==> config.mk <==
export PLATFORM = sky130hd
export DESIGN_NAME = grf_trace
export DESIGN_NICKNAME = d
export VERILOG_FILES = /design/src/rtl/grf_trace.sv
export SDC_FILE = /design/constraint.sdc
export NUM_CORES = 2
export LEC_CHECK = 0
export CORE_ASPECT_RATIO = 0.75
export CORE_MARGIN = 2
export CORE_UTILIZATION = 30
export DETAILED_ROUTE_END_ITERATION = 8
export GPL_TIMING_DRIVEN = 0
export PLACE_DENSITY = 0.43
export SYNTH_ARGS = -nofsm -noshare
export SYNTH_HDL_FRONTEND = slang
export SYNTH_SLANG_ARGS = --single-unit
==> constraint.sdc <==
create_clock -name clk -period 68.1 [get_ports clk]
set_input_delay 17.025 -clock clk [delete_from_list [all_inputs] [get_ports clk]]
set_output_delay 17.025 -clock clk [all_outputs]
set_load 0.01 [all_outputs]
==> src/rtl/grf_trace.sv <==
// 32x32 register file with write-first bypass on both read ports and a
// first-word-fall-through trace FIFO that records every architectural write.
module grf_trace #(
  parameter int TRACE_DEPTH = 4,
  parameter int TRACE_AW    = 2
) (
  input  logic                clk,
  input  logic                reset,
  input  logic [4:0]          ra1,
  input  logic [4:0]          ra2,
  output logic [31:0]         rd1,
  output logic [31:0]         rd2,
  input  logic                we,
  input  logic [4:0]          wa,
  input  logic [31:0]         wd,
  input  logic [31:0]         wpc,
  output logic                trace_valid,
  input  logic                trace_ready,
  output logic [31:0]         trace_pc,
  output logic [4:0]          trace_addr,
  output logic [31:0]         trace_data,
  output logic [TRACE_AW:0]   trace_count,
  output logic                trace_overflow
);
  typedef struct packed {
    logic [31:0] pc;
    logic [4:0]  addr;
    logic [31:0] data;
  } trace_ent_t;

  logic [31:0]         regs [32];
  trace_ent_t          fifo [TRACE_DEPTH];
  logic [TRACE_AW-1:0] wr_ptr, rd_ptr;
  logic [TRACE_AW:0]   count;
  logic                push, pop, full, accept;

  assign push   = we && (wa != 5'd0);
  assign full   = (count == (TRACE_AW+1)'(TRACE_DEPTH));
  assign pop    = trace_valid && trace_ready;
  // A full FIFO still takes a push when the head leaves in the same cycle.
  assign accept = push && (!full || pop);

  assign trace_valid = (count != '0);
  assign trace_count = count;
  assign trace_pc    = fifo[rd_ptr].pc;
  assign trace_addr  = fifo[rd_ptr].addr;
  assign trace_data  = fifo[rd_ptr].data;

  always_comb begin
    rd1 = regs[ra1];
    if (ra1 == 5'd0)             rd1 = '0;
    else if (we && (wa == ra1))  rd1 = wd;
  end

  always_comb begin
    rd2 = regs[ra2];
    if (ra2 == 5'd0)             rd2 = '0;
    else if (we && (wa == ra2))  rd2 = wd;
  end

  // regs[0] is never written, so it stays at its reset value of zero.
  always_ff @(posedge clk or posedge reset) begin
    if (reset) begin
      for (int i = 0; i < 32; i++) regs[i] <= '0;
    end else if (push) begin
      regs[wa] <= wd;
    end
  end

  always_ff @(posedge clk or posedge reset) begin
    if (reset) begin
      wr_ptr         <= '0;
      rd_ptr         <= '0;
      count          <= '0;
      trace_overflow <= 1'b0;
      for (int i = 0; i < TRACE_DEPTH; i++) fifo[i] <= '0;
    end else begin
      if (accept) begin
        fifo[wr_ptr] <= '{pc: wpc, addr: wa, data: wd};
        wr_ptr       <= wr_ptr + 1'b1;
      end
      if (pop) rd_ptr <= rd_ptr + 1'b1;
      case ({accept, pop})
        2'b10:   count <= count + 1'b1;
        2'b01:   count <= count - 1'b1;
        default: count <= count;
      endcase
      if (push && full && !pop) trace_overflow <= 1'b1;
    end
  end
endmodule

; Word level (Yosys, flattened, before mapping)
; Cells that the tools add are included.
; Widths: inputs -> output; s select.
[op_classes]
add_sub_neg = 4
magnitude_cmp = 7
n_eq_ne = 5
muxes = 20
bitwise_logic = 5
reduce_logical = 17
[op_table]
columns = cell, count
row1 = $bwmux 1024, 1
row2 = $bmux 32 s5, 2
row3 = $mux 32, 9
row4 = $bwmux 276, 1
row5 = $mux 69, 3
row6 = $demux 32 s5, 1
row7 = $bmux 69 s2, 1
row8 = $demux 69 s2, 1
row9 = $ge 6x6->1 const B, 3
row10 = $not 5->6, 3
row11 = $eq 5x5->1, 2
row12 = $logic_not 5->1, 2
row13 = $logic_and 1x1->1, 9
row14 = $ge 3x3->1 const B, 2
row15 = $lt 6x1->1 const B, 1
row16 = $not 2->3, 2
row17 = $pmux 3 s2, 1
row18 = $reduce_bool 5->1, 1
row19 = $add 2x1->2 const B, 2
row20 = $add 3x1->3 const B, 1
row21 = $eq 3x3->1 const B, 1
row22 = $lt 3x1->1 const B, 1
row23 = $reduce_bool 3->1, 1
row24 = $sub 3x1->3 const B, 1
row25 = 5 further kinds, 6
[word_totals]
register_bits = 1308
in_bits = 83
out_inout_bits = 138
word_cells = 106

; Longest topological paths before layout
[depth]
depth_word = 6
mapped_depth = 12
depth_no_buf = 10

; Worst setup path before layout
; Ideal clock, no wire load.
[synth_timing]
kind = input port to output port
startpoint = in ra2[0]
endpoint = out rd2[14]
arrival_ps = 18607
required_time_ps = 51075
setup_slack_ps = 32468
path_stages = 7
path_buffers = 3
path_cell_list = buf_6 -> buf_6 -> buf_2 -> mux4_2 -> a22oi_1 -> nand2_1 -> a221o_1
[synth_via]
elab_chain_len = 6
elab_cells_between_ends = 9
cone_classes = 1 x eq/ne / 5 x mux / 1 x bitwise / 2 x reduce/logical
[synth_lines]
columns = item, line_no
row1 = "start, declared", 10  ; input logic [4:0] ra2,
row2 = $not 5->6 (implied by the code), 56  ; rd2 = regs[ra2];
row3 = $bmux 32 s5, 56
row4 = $mux 32 (implied by the code) (2 in series), 56
row5 = $mux 32, 58  ; else if (we && (wa == ra2)) rd2 = wd;
row6 = $mux 32 *, 57  ; if (ra2 == 5'd0) rd2 = '0;
row7 = "end, declared", 12  ; output logic [31:0] rd2,
; Mark *: on every way between the ends. The rest lies on a longest branch, timed or not. The select of a mux whose other input is x is not followed.

; Worst setup path in the final report
[layout_timing]
startpoint = in ra1[3]
endpoint = out rd1[22]
[layout_via]
elab_chain_len = 6
elab_cells_between_ends = 9
cone_classes = 1 x eq/ne / 5 x mux / 1 x bitwise / 2 x reduce/logical
[layout_lines]
columns = item, line_no
row1 = "start, declared", 9  ; input logic [4:0] ra1,
row2 = $not 5->6 (implied by the code), 50  ; rd1 = regs[ra1];
row3 = $bmux 32 s5, 50
row4 = $mux 32 (implied by the code) (2 in series), 50
row5 = $mux 32, 52  ; else if (we && (wa == ra1)) rd1 = wd;
row6 = $mux 32 *, 51  ; if (ra1 == 5'd0) rd1 = '0;
row7 = "end, declared", 11  ; output logic [31:0] rd1,
; Marks and branches as above.

==> flow_summary.yaml <==
clocking:
  cts-resized-gates: 0
  cts_hold_buf: 0
  cts_inserted_buffers: 157
  clock_sinks: 1308
  cts_htree_levels: 4
  cts_setup_buffers: 0
  clk_pin_slew_ns: 0.06
  clockBufferDepth: 4
  cts_tree: "yes"
  clock_latency_ns: 0.84
  cts_root_buffer: "clkbuf_16"
synth:
  synthSimpleGateAreaFrac: 0.0189
  synthFlopType: "dfrtp_1"
  synth_compound_area_frac: 0.0475
  synth_area_um2: 67500
  yosys.area.top_type: "dfrtp_1"
  synth_top_area_frac: 0.485
  synth_cells: 4507
  synth_xor_area_frac: 0.00208
  syn_nets: 4596
  synth.distinct_cells: 68
  synth_fa_ha_area_frac: 0.00122
  synthArstFlopShare: 1.00
  synth_mux_area_frac: 0.407
  avgSynthCellArea_um2: 15.0
  synth_area_leaders: "dfrtp_1 48%, mux2_2 20%, mux4_2 16%"
  ys_seq_area_frac: 0.485
  synth_top_family_by_area: "multiplexers"
  synth-seq-cells: 1308
  synth_edf_count: 0
  yosys_warnings: 0
cells_and_area:
  nFillCells: 21700
  area_delta_synth_final_pct: 16.8
  drive_gt1_frac: 0.464
  final_common_cell: "dfrtp_1"
  most-common-layout-cells: "1308 x dfrtp_1, 1226 x mux2_2, 480 x mux4_2"
  multiInputGateArea_um2: 32200
  finalNetCount: 4959
  seq_area_um2: 32700
critical_path:
  reg2regPathDepth: 10
  critical_path_required_ns: 51.08
  cp-end-kind: "primary output"
  start_kind: "input pin"
  cp.arrival_ns: 22.92
  worstPathCellList: "clkdlybuf4s50_1 -> nor2_1 -> nand3b_1 -> o211a_1 -> clkbuf_2 -> o311ai_0 -> nand3_1 -> clkdlybuf4s50_1"
  worstSetupPathType: "in -> out"
  rrSetupSlack_ns: 65.56
  max_stage_delay_ns: 1.23
  crit_path_frequent_cell: "clkdlybuf4s50_1"
  r2r_end: "trace_count[2]"
  r2r-start: "trace_count[1]"
  cp_slowest_cell: "nand3b_1"
  cp_max_fo: 10
route:
  detail_route.vias_per_cell: 6.00
  drt_wl_total_um: 333000
  vias: 47800
  drtIter0Drc: 5583
  wl_per_cell_um: 41.8
  antenna_left: 0
  drc_errors: 0
  drt-pass1-iter-count: 5
place:
  port_buffers: 177
  hpwl_um: 240000
  place_ws_ns: 28.55
  gp_congestion: 1.00
global_route:
  grtUsageTotal: 0.287
  antenna_found_initial: 34
  grt_max_degree: 123
  grt_overflow: 0
  grt_pass1_wl_um: 441000
  grt_pass1_vias: 47200
run_status:
  outcome: "finished with violations"
  violations: "capacitance limit, slew limit"
min_path:
  min_to: "trace_overflow"
  hold_path.class: "reg -> reg"
  holdPathStages: 1
  hp-start: "trace_overflow"
timing:
  setup_viol: 0
  relSlewSlack: -0.126
  holdWs_ns: 0.471
  hold_violations: 0
  period_share: 0.587
  tightest_slew_ns: 1.68
  fmax_mhz: 25.0
  min_period_ns: 39.95
  drv_slew: 126
  worst_slack_ns: 28.15
  grt_setup_unrepaired: "false"
  fin_skew_ns: 0.0726
floorplanning:
  rows: 150
  die_area_um2: 229000
  start_util: 0.302
  chipWidth_um: 552
  io_pins: 221
  die_y_um: 415
  core_um2: 223000
power_and_ir_drop:
  total_leakage_power_nw: 33.5
  p_per_area_nw_per_um2: 35.5
  fin_total_pwr_mw: 2.80
  ir_drop_uv: 20.0
flow_run:
  drv_cap: 14
## logic make-up (layout without fill, tap and decap cells)
| kind of cell | Yosys count | after routing |
|---|---|---|
| buf+inv | 517 | 992 |
| compound gates | 418 | 418 |
| fa+ha+maj | 6 | 6 |
| other cells | 0 | 17 |
| mux | 1986 | 1986 |
| simple gates | 256 | 256 |
| xor+xnor | 16 | 16 |
| flops | 1308 | 1308 |
## cells in the mapped netlist (5+ instances only)
master,count
buf_8,8
o221ai_1,17
o21ai_0,15
a22oi_1,182
buf_2,170
xnor2_1,13
buf_1,42
nor3b_1,5
a221oi_1,31
o32a_1,5
nand3_1,36
mux2_1,43
a221o_1,26
mux2_2,1226
mux4_2,480
o211ai_1,17
nor2_1,46
o311ai_0,5
dfrtp_1,1308
buf_4,27
buf_6,32
o221a_2,21
or2_2,7
nand3b_1,5
a21oi_1,38
nand4_1,5
or3_1,6
ha_1,5
a31oi_1,24
clkbuf_1,222
inv_1,9
nand2_1,107
mux2i_1,237
## flip-flops by register name (all words and copies together), names as in the netlist
register	cells
regs	1024
fifo	276
trace_count	3
rd_ptr	2
wr_ptr	2
trace_overflow	1
## worst max path at each step
| stage | slack (ns) | endpoint | cells past startpoint | startpoint |
|---|---|---|---|---|
| 6_report | 28.15 | rd1[22] | 8 | ra1[3] |
| 5_1_grt | 28.59 | rd1[22] | 8 | ra1[3] |
| 4_1_cts | 28.53 | rd1[22] | 8 | ra1[3] |
| 3_5_place_dp | 28.55 | rd1[22] | 8 | ra1[3] |
| 3_3_place_gp | -4.84 | regs[170] | 2 | reset |
| 2_1_floorplan | 14.21 | fifo[0] | 1 | reset |
## layout make-up
cell class / count / area share
tap: 2964 / 0.0470
antenna: 17 / 0.000539
inverter: 13 / 0.000714
clock inverter: 41 / 0.00614
buffer: 504 / 0.0333
clock buffer: 230 / 0.0588
multi-input combinational: 2682 / 0.408
sequential: 1308 / 0.415
timing repair buffer: 204 / 0.0302
## layer usage
metal,part of all wire,wire [um],vias to the layer above,GRT usage
met3,0.10,34400,627,0.0918
met5,0.00038,125,-,0
met4,0.054,18000,14,0.133
met2,0.41,136000,2559,0.395
met1,0.43,144000,26500,0.406
li1,-,-,18100,-
## where the power goes
group / internal, mW / total, mW / switching [mW] / leakage [nW]
clock: 0.505 / 0.871 / 0.365 / 2.52
sequential: 0.979 / 1.11 / 0.128 / 16.5
combinational: 0.447 / 0.821 / 0.374 / 14.4
## critical path, delay by kind of cell
family | cells | cell delay, ns
AND/OR/NAND/NOR | 3 | 2.72
buffers and inverters | 3 | 1.74
AO/OA/AOI/OAI | 2 | 1.39
## per-stage QoR
step	utilization	std cells	area (um2)	TNS (ns)
after global placement	0.327	7648	73000	-6014.05
after floorplan	-	4507	67500	0
final	0.353	7963	78900	0
after CTS	0.353	7944	78800	0
after detailed placement	0.330	7673	73700	0
after global routing	0.353	7947	78800	0
Note: power is estimated with default switching activity, not from simulation.
